==> src/rtl/iccm_loader.sv <==
// iccm_loader: boot-time program loader. Packs a UART byte stream into
// little-endian 32-bit words and writes them to consecutive ICCM word
// addresses while holding the core in reset. A load ends on the terminator
// word, after the last address is written, or when prog_en_i drops.
module iccm_loader #(
  parameter int unsigned AW          = 12,
  parameter logic [31:0] END_WORD    = 32'h0000_0FFF,
  parameter int unsigned TIMEOUT_CYC = 50000,
  parameter int unsigned TW          = 16
) (
  input  logic          clk_i,
  input  logic          rst_i,
  input  logic          prog_en_i,
  input  logic [7:0]    rx_byte_i,
  input  logic          rx_valid_i,
  output logic [AW-1:0] iccm_ctrl_addr_o,
  output logic [31:0]   iccm_ctrl_wdata_o,
  output logic          iccm_ctrl_we_o,
  output logic          prog_rst_no,
  output logic          done_o,
  output logic          ovf_o,
  output logic          timeout_o,
  output logic [AW:0]   word_cnt_o
);

  typedef enum logic [1:0] {IDLE, RECV, WRITE, DONE} state_t;

  localparam logic [AW-1:0] LAST_ADDR   = '1;
  localparam logic [AW:0]   DEPTH_CNT   = {1'b1, {AW{1'b0}}};
  localparam logic [TW-1:0] TIMEOUT_VAL = TW'(TIMEOUT_CYC);

  state_t        state_q, state_d;
  logic [AW-1:0] addr_q, addr_d;
  logic [31:0]   wdata_q, wdata_d;
  logic          we_q, we_d;
  logic          prst_n_q, prst_n_d;
  logic          done_q, done_d;
  logic          ovf_q, ovf_d;
  logic          timeout_q, timeout_d;
  logic [AW:0]   wcnt_q, wcnt_d;
  logic [1:0]    bcnt_q, bcnt_d;
  // Holds up to three earlier bytes of the current word; the fourth byte is
  // combined on arrival, so the low byte of a full 32-bit shifter is never needed.
  logic [23:0]   sr_q, sr_d;
  logic [TW-1:0] timer_q, timer_d;
  logic [31:0]   shifted;

  assign shifted = {rx_byte_i, sr_q};

  // Next-state and next-output logic for every register.
  always_comb begin
    // NOTE: every signal gets a default first so no path leaves it unassigned,
    // which would otherwise infer a latch.
    state_d   = state_q;
    addr_d    = addr_q;
    wdata_d   = wdata_q;
    we_d      = 1'b0;
    prst_n_d  = prst_n_q;
    done_d    = done_q;
    ovf_d     = ovf_q;
    timeout_d = timeout_q;
    wcnt_d    = wcnt_q;
    bcnt_d    = bcnt_q;
    sr_d      = sr_q;
    timer_d   = timer_q;

    case (state_q)
      IDLE: begin
        prst_n_d = 1'b1;
        done_d   = 1'b0;
        if (prog_en_i) begin
          state_d   = RECV;
          addr_d    = '0;
          wcnt_d    = '0;
          bcnt_d    = '0;
          ovf_d     = 1'b0;
          timeout_d = 1'b0;
          sr_d      = '0;
          timer_d   = '0;
          prst_n_d  = 1'b0;
        end
      end

      RECV: begin
        if (!prog_en_i) begin
          state_d  = IDLE;
          prst_n_d = 1'b1;
          bcnt_d   = '0;
          sr_d     = '0;
          timer_d  = '0;
        end else if (rx_valid_i) begin
          timer_d = '0;
          if (bcnt_q == 2'd3) begin
            bcnt_d = '0;
            sr_d   = '0;
            if (shifted == END_WORD) begin
              state_d  = DONE;
              done_d   = 1'b1;
              prst_n_d = 1'b1;
            end else begin
              state_d = WRITE;
              wdata_d = shifted;
              we_d    = 1'b1;
            end
          end else begin
            sr_d   = shifted[31:8];
            bcnt_d = bcnt_q + 2'd1;
          end
        end else if (bcnt_q != 2'd0) begin
          if (timer_q == TIMEOUT_VAL) begin
            bcnt_d    = '0;
            sr_d      = '0;
            timer_d   = '0;
            timeout_d = 1'b1;
          end else begin
            timer_d = timer_q + TW'(1);
          end
        end
      end

      WRITE: begin
        // The write strobe was already issued this cycle, so it is counted
        // even when the load is being aborted.
        if (wcnt_q != DEPTH_CNT) wcnt_d = wcnt_q + (AW+1)'(1);
        if (!prog_en_i) begin
          state_d  = IDLE;
          prst_n_d = 1'b1;
        end else if (addr_q == LAST_ADDR) begin
          state_d  = DONE;
          ovf_d    = 1'b1;
          done_d   = 1'b1;
          prst_n_d = 1'b1;
        end else begin
          state_d = RECV;
          addr_d  = addr_q + AW'(1);
          // A byte landing during the write cycle starts the next word.
          if (rx_valid_i) begin
            sr_d   = shifted[31:8];
            bcnt_d = 2'd1;
          end
        end
      end

      DONE: begin
        done_d   = 1'b1;
        prst_n_d = 1'b1;
        if (!prog_en_i) begin
          state_d = IDLE;
          done_d  = 1'b0;
        end
      end

      default: state_d = IDLE;
    endcase
  end

  // State and output registers with synchronous reset.
  always_ff @(posedge clk_i) begin
    // NOTE: sequential state uses non-blocking assignments so all registers
    // update together from values sampled at the same edge.
    if (rst_i) begin
      state_q   <= IDLE;
      addr_q    <= '0;
      wdata_q   <= '0;
      we_q      <= 1'b0;
      prst_n_q  <= 1'b1;
      done_q    <= 1'b0;
      ovf_q     <= 1'b0;
      timeout_q <= 1'b0;
      wcnt_q    <= '0;
      bcnt_q    <= '0;
      sr_q      <= '0;
      timer_q   <= '0;
    end else begin
      state_q   <= state_d;
      addr_q    <= addr_d;
      wdata_q   <= wdata_d;
      we_q      <= we_d;
      prst_n_q  <= prst_n_d;
      done_q    <= done_d;
      ovf_q     <= ovf_d;
      timeout_q <= timeout_d;
      wcnt_q    <= wcnt_d;
      bcnt_q    <= bcnt_d;
      sr_q      <= sr_d;
      timer_q   <= timer_d;
    end
  end

  assign iccm_ctrl_addr_o  = addr_q;
  assign iccm_ctrl_wdata_o = wdata_q;
  assign iccm_ctrl_we_o    = we_q;
  assign prog_rst_no       = prst_n_q;
  assign done_o            = done_q;
  assign ovf_o             = ovf_q;
  assign timeout_o         = timeout_q;
  assign word_cnt_o        = wcnt_q;

endmodule

==> config.mk <==
export PLATFORM = sky130hd
export DESIGN_NAME = iccm_loader
export DESIGN_NICKNAME = d
export VERILOG_FILES = /design/src/rtl/iccm_loader.sv
export SDC_FILE = /design/constraint.sdc
export NUM_CORES = 1
export LEC_CHECK = 0
export CORE_UTILIZATION = 35
export DETAILED_ROUTE_END_ITERATION = 12
export PLACE_DENSITY = 0.55
export SLEW_MARGIN = 0
export SYNTH_ARGS = -nofsm -noshare
export SYNTH_HDL_FRONTEND = slang
export SYNTH_SLANG_ARGS = --single-unit
==> constraint.sdc <==
create_clock -name clk_i -period 4.4 [get_ports clk_i]
set_clock_uncertainty 0.2 [all_clocks]
set_input_delay 1.1 -clock clk_i [delete_from_list [all_inputs] [get_ports clk_i]]
set_output_delay 1.1 -clock clk_i [all_outputs]
set_load 0.1 [all_outputs]
==> results.json <==
{
  "status": "finished clean",
  "synthAdderAreaFrac_pct": 2.82,
  "r2r-end": "done_o",
  "synth_compound_area_share_pct": 12.3,
  "synth_xor_area_share_pct": 6.46,
  "hold_class": "reg -> reg",
  "power_w": 0.00192,
  "whs_path_depth": 2,
  "syn-num-nets": 615,
  "rr_startpoint": "sr_q[12]",
  "synth-edff-count": 0,
  "io_buffer_count": 73,
  "slowest_stage": "clkdlybuf4s50_1",
  "final.period_utilization_pct": 76.6,
  "worst-r2r-setup-slack_ns": 1.39,
  "clock_sinks": 106,
  "drc": 0,
  "crit_type": "in -> reg",
  "dp_hpwl_mm": 8.28,
  "cp-start-kind": "primary input",
  "die_width_um": 120,
  "peakVddDrop_uv": 251,
  "slew_viol_final": 0,
  "io_pins": 74,
  "vias": 4342,
  "path_clk_slew_ns": 0.07,
  "yosys_most_used_dff": "dfxtp_1",
  "postPlaceCellArea_sq_um": 5790,
  "dpl_worst_slack_ns": 0.670,
  "clk_path_buf_depth": 2,
  "yosysWarnings": 0,
  "tns_ns": 0,
  "critPathArrivalTime_ns": 3.42,
  "power_density_nw_per_um2": 315,
  "worstPathRequired_ns": 4.45,
  "wirelength_mm": 12.0,
  "tightestPinTransition_ns": 0.980,
  "cpPeakStageDelay_ns": 0.87,
  "postRouteAntennaNets": 0,
  "leakagePower_nw": 1.96,
  "routedWlPerCell_um": 14.4,
  "finalNetCount": 672,
  "relSlewSlack_pct": 34.5,
  "clock_tree.htree_level_count": 3,
  "cap_violations": 0,
  "vias_per_cell": 5.23,
  "dr.pass1.iters": 4,
  "initial_core_util_pct": 36.4,
  "min_to": "iccm_ctrl_wdata_o[23]",
  "grt_start_max_net_pins": 34,
  "timing.fmax_mhz": 297,
  "yosys.area_share.simple_pct": 29.5,
  "overflow": 0,
  "cts-root-buf": "clkbuf_16",
  "netlist_instances": 592,
  "setup_ws_ns": 1.03,
  "rsz0062_at_grt": "no",
  "antenna_found_initial": 0,
  "cts_setup_buffers": 0,
  "cts_hold_buf": 0,
  "finalHoldViolations": 0,
  "numCtsBuffers": 9,
  "place.gp.congestion": 0.797,
  "drive_gt1_share_pct": 6.12,
  "synth_cell_type_count": 42,
  "ys_seq_area_share_pct": 43.5,
  "final.min_clock_period_ns": 3.37,
  "path_cells": "clkdlybuf4s50_1, nand2b_1, a22oi_1, nor3_2, and2_1, buf_4, mux2_2",
  "avgSynthCellArea_sq_um": 8.24,
  "crit_fanout": 26,
  "synth_top_family_by_area": "simple AND/OR/NAND/NOR gates",
  "cts_tree": "yes",
  "core_sq_um": 13400,
  "hp-start": "iccm_ctrl_wdata_o[23]",
  "synth.cell_area_sq_um": 4880,
  "area.growth.synth_to_final_pct": 24.7,
  "groute.usage.overall_pct": 17.4,
  "cts_resized": 0,
  "insertion_delay_ns": 0.36,
  "design_area_sq_um": 6090,
  "first_global_vias": 4005,
  "end_kind": "flop",
  "die_y_um": 120,
  "synth-seq-cells": 106,
  "grt_first_pass_wirelength_mm": 20.1,
  "drt_first_iter_violations": 247,
  "diodes": 0,
  "synth-async-reset-ratio_pct": 0,
  "synth.area.mux_share_pct": 1.31,
  "ff2ff_path_depth": 5,
  "row_count": 42,
  "dieArea_sq_um": 14400,
  "setup_viol": 0
}
## critical path, delay by kind of cell
kind	cells	cell delay, ns
multiplexers	1	0.36
buffers and inverters	2	1.11
AO/OA/AOI/OAI	1	0.12
AND/OR/NAND/NOR	3	0.71
## Yosys cell counts (4+ instances only)
library cell	instances	area share [%]
dfxtp_1	106	43
o21ai_0	61	6.3
nor2_1	52	4.0
nand3_1	49	5.0
nand4_1	45	5.8
a21oi_1	41	4.2
clkbuf_1	35	2.7
nand2_1	29	2.2
nand2b_1	27	3.5
xor2_1	19	3.4
xnor2_1	17	3.1
nor3_1	13	1.3
nor4_1	13	1.7
ha_1	11	2.8
inv_1	11	0.85
and3_1	9	1.2
buf_1	6	0.46
and4_1	4	0.72
nand4b_1	4	0.72
nor2b_1	4	0.51
## how the worst max path moves through the flow
stage                         from   endpoint  slack (ns)  depth (start not counted)
6_report                 prog_en_i  bcnt_q[1]        1.03                          7
5_1_grt                  prog_en_i  bcnt_q[1]        0.85                          7
4_1_cts                  prog_en_i  bcnt_q[1]        1.07                          8
3_5_place_dp             prog_en_i  bcnt_q[1]        0.67                          8
3_3_place_gp             prog_en_i  bcnt_q[1]        0.71                          8
2_1_floorplan  iccm_ctrl_addr_o[0]   sr_q[10]        1.19                          9
## kinds of logic after synthesis
kind of cell | after synthesis
simple gates | 267
compound gates | 113
flops | 106
buf+inv | 53
xor+xnor | 36
fa+ha+maj | 11
mux | 6
## flip-flops by register name (all words and copies together) (netlist names)
signal,cells
iccm_ctrl_we_o,1
state_q,2
iccm_ctrl_wdata_o,32
iccm_ctrl_addr_o,12
bcnt_q,2
done_o,1
timeout_o,1
word_cnt_o,13
prog_rst_no,1
timer_q,16
sr_q,24
ovf_o,1
## power breakdown
group / internal, W / total (W) / switching [W]
clock: 0.000435 / 0.000801 / 0.000366
sequential: 0.000964 / 0.000969 / 0.00000571
combinational: 0.0000479 / 0.000145 / 0.0000976
## metal layers
| metal | GRT usage, % | vias up | part of all wire [%] | wire [um] |
|---|---|---|---|---|
| met5 | 0 | - | 0 | 0 |
| li1 | - | 2226 | - | - |
| met3 | 3.99 | 10 | 4.2 | 504 |
| met4 | 5.63 | 0 | 1.3 | 158 |
| met1 | 24.6 | 2027 | 52 | 6230 |
| met2 | 25.8 | 79 | 42 | 5070 |
## cells in the final DEF (no fill, tap or decap), drive strengths merged, types with 4 or more instances in the layout
cell type,n
buf,16
nor2b,4
nand4b,4
nand4,45
nor4,13
inv,13
o21ai,62
xor2,19
a21oi,41
xnor2,17
nand2b,27
dfxtp,106
and4,4
and3,9
nand3,49
nor3,14
clkdlybuf4s50,72
nor2,52
clkbuf,12
ha,11
nand2,29
## through the flow
stage	std cells	util, %	hold slack (ns)
floorplan	592	-	0.257
global placement	814	43.2	0.268
detailed placement	814	43.2	0.266
CTS	830	45.4	0.276
global route	830	45.4	0.298
finish	830	45.4	0.277
## cell type report
type                    instances  area, sq um
repair buffers                 88          838
flip-flops and latches        106         2120
clock inverters                 4         32.5
fillers                      1322         7310
clock buffers                  12          267
inverters                      11         41.3
well taps                     176          220
multi-input cells             433         2570
Note: power is estimated with default switching activity, not from simulation.
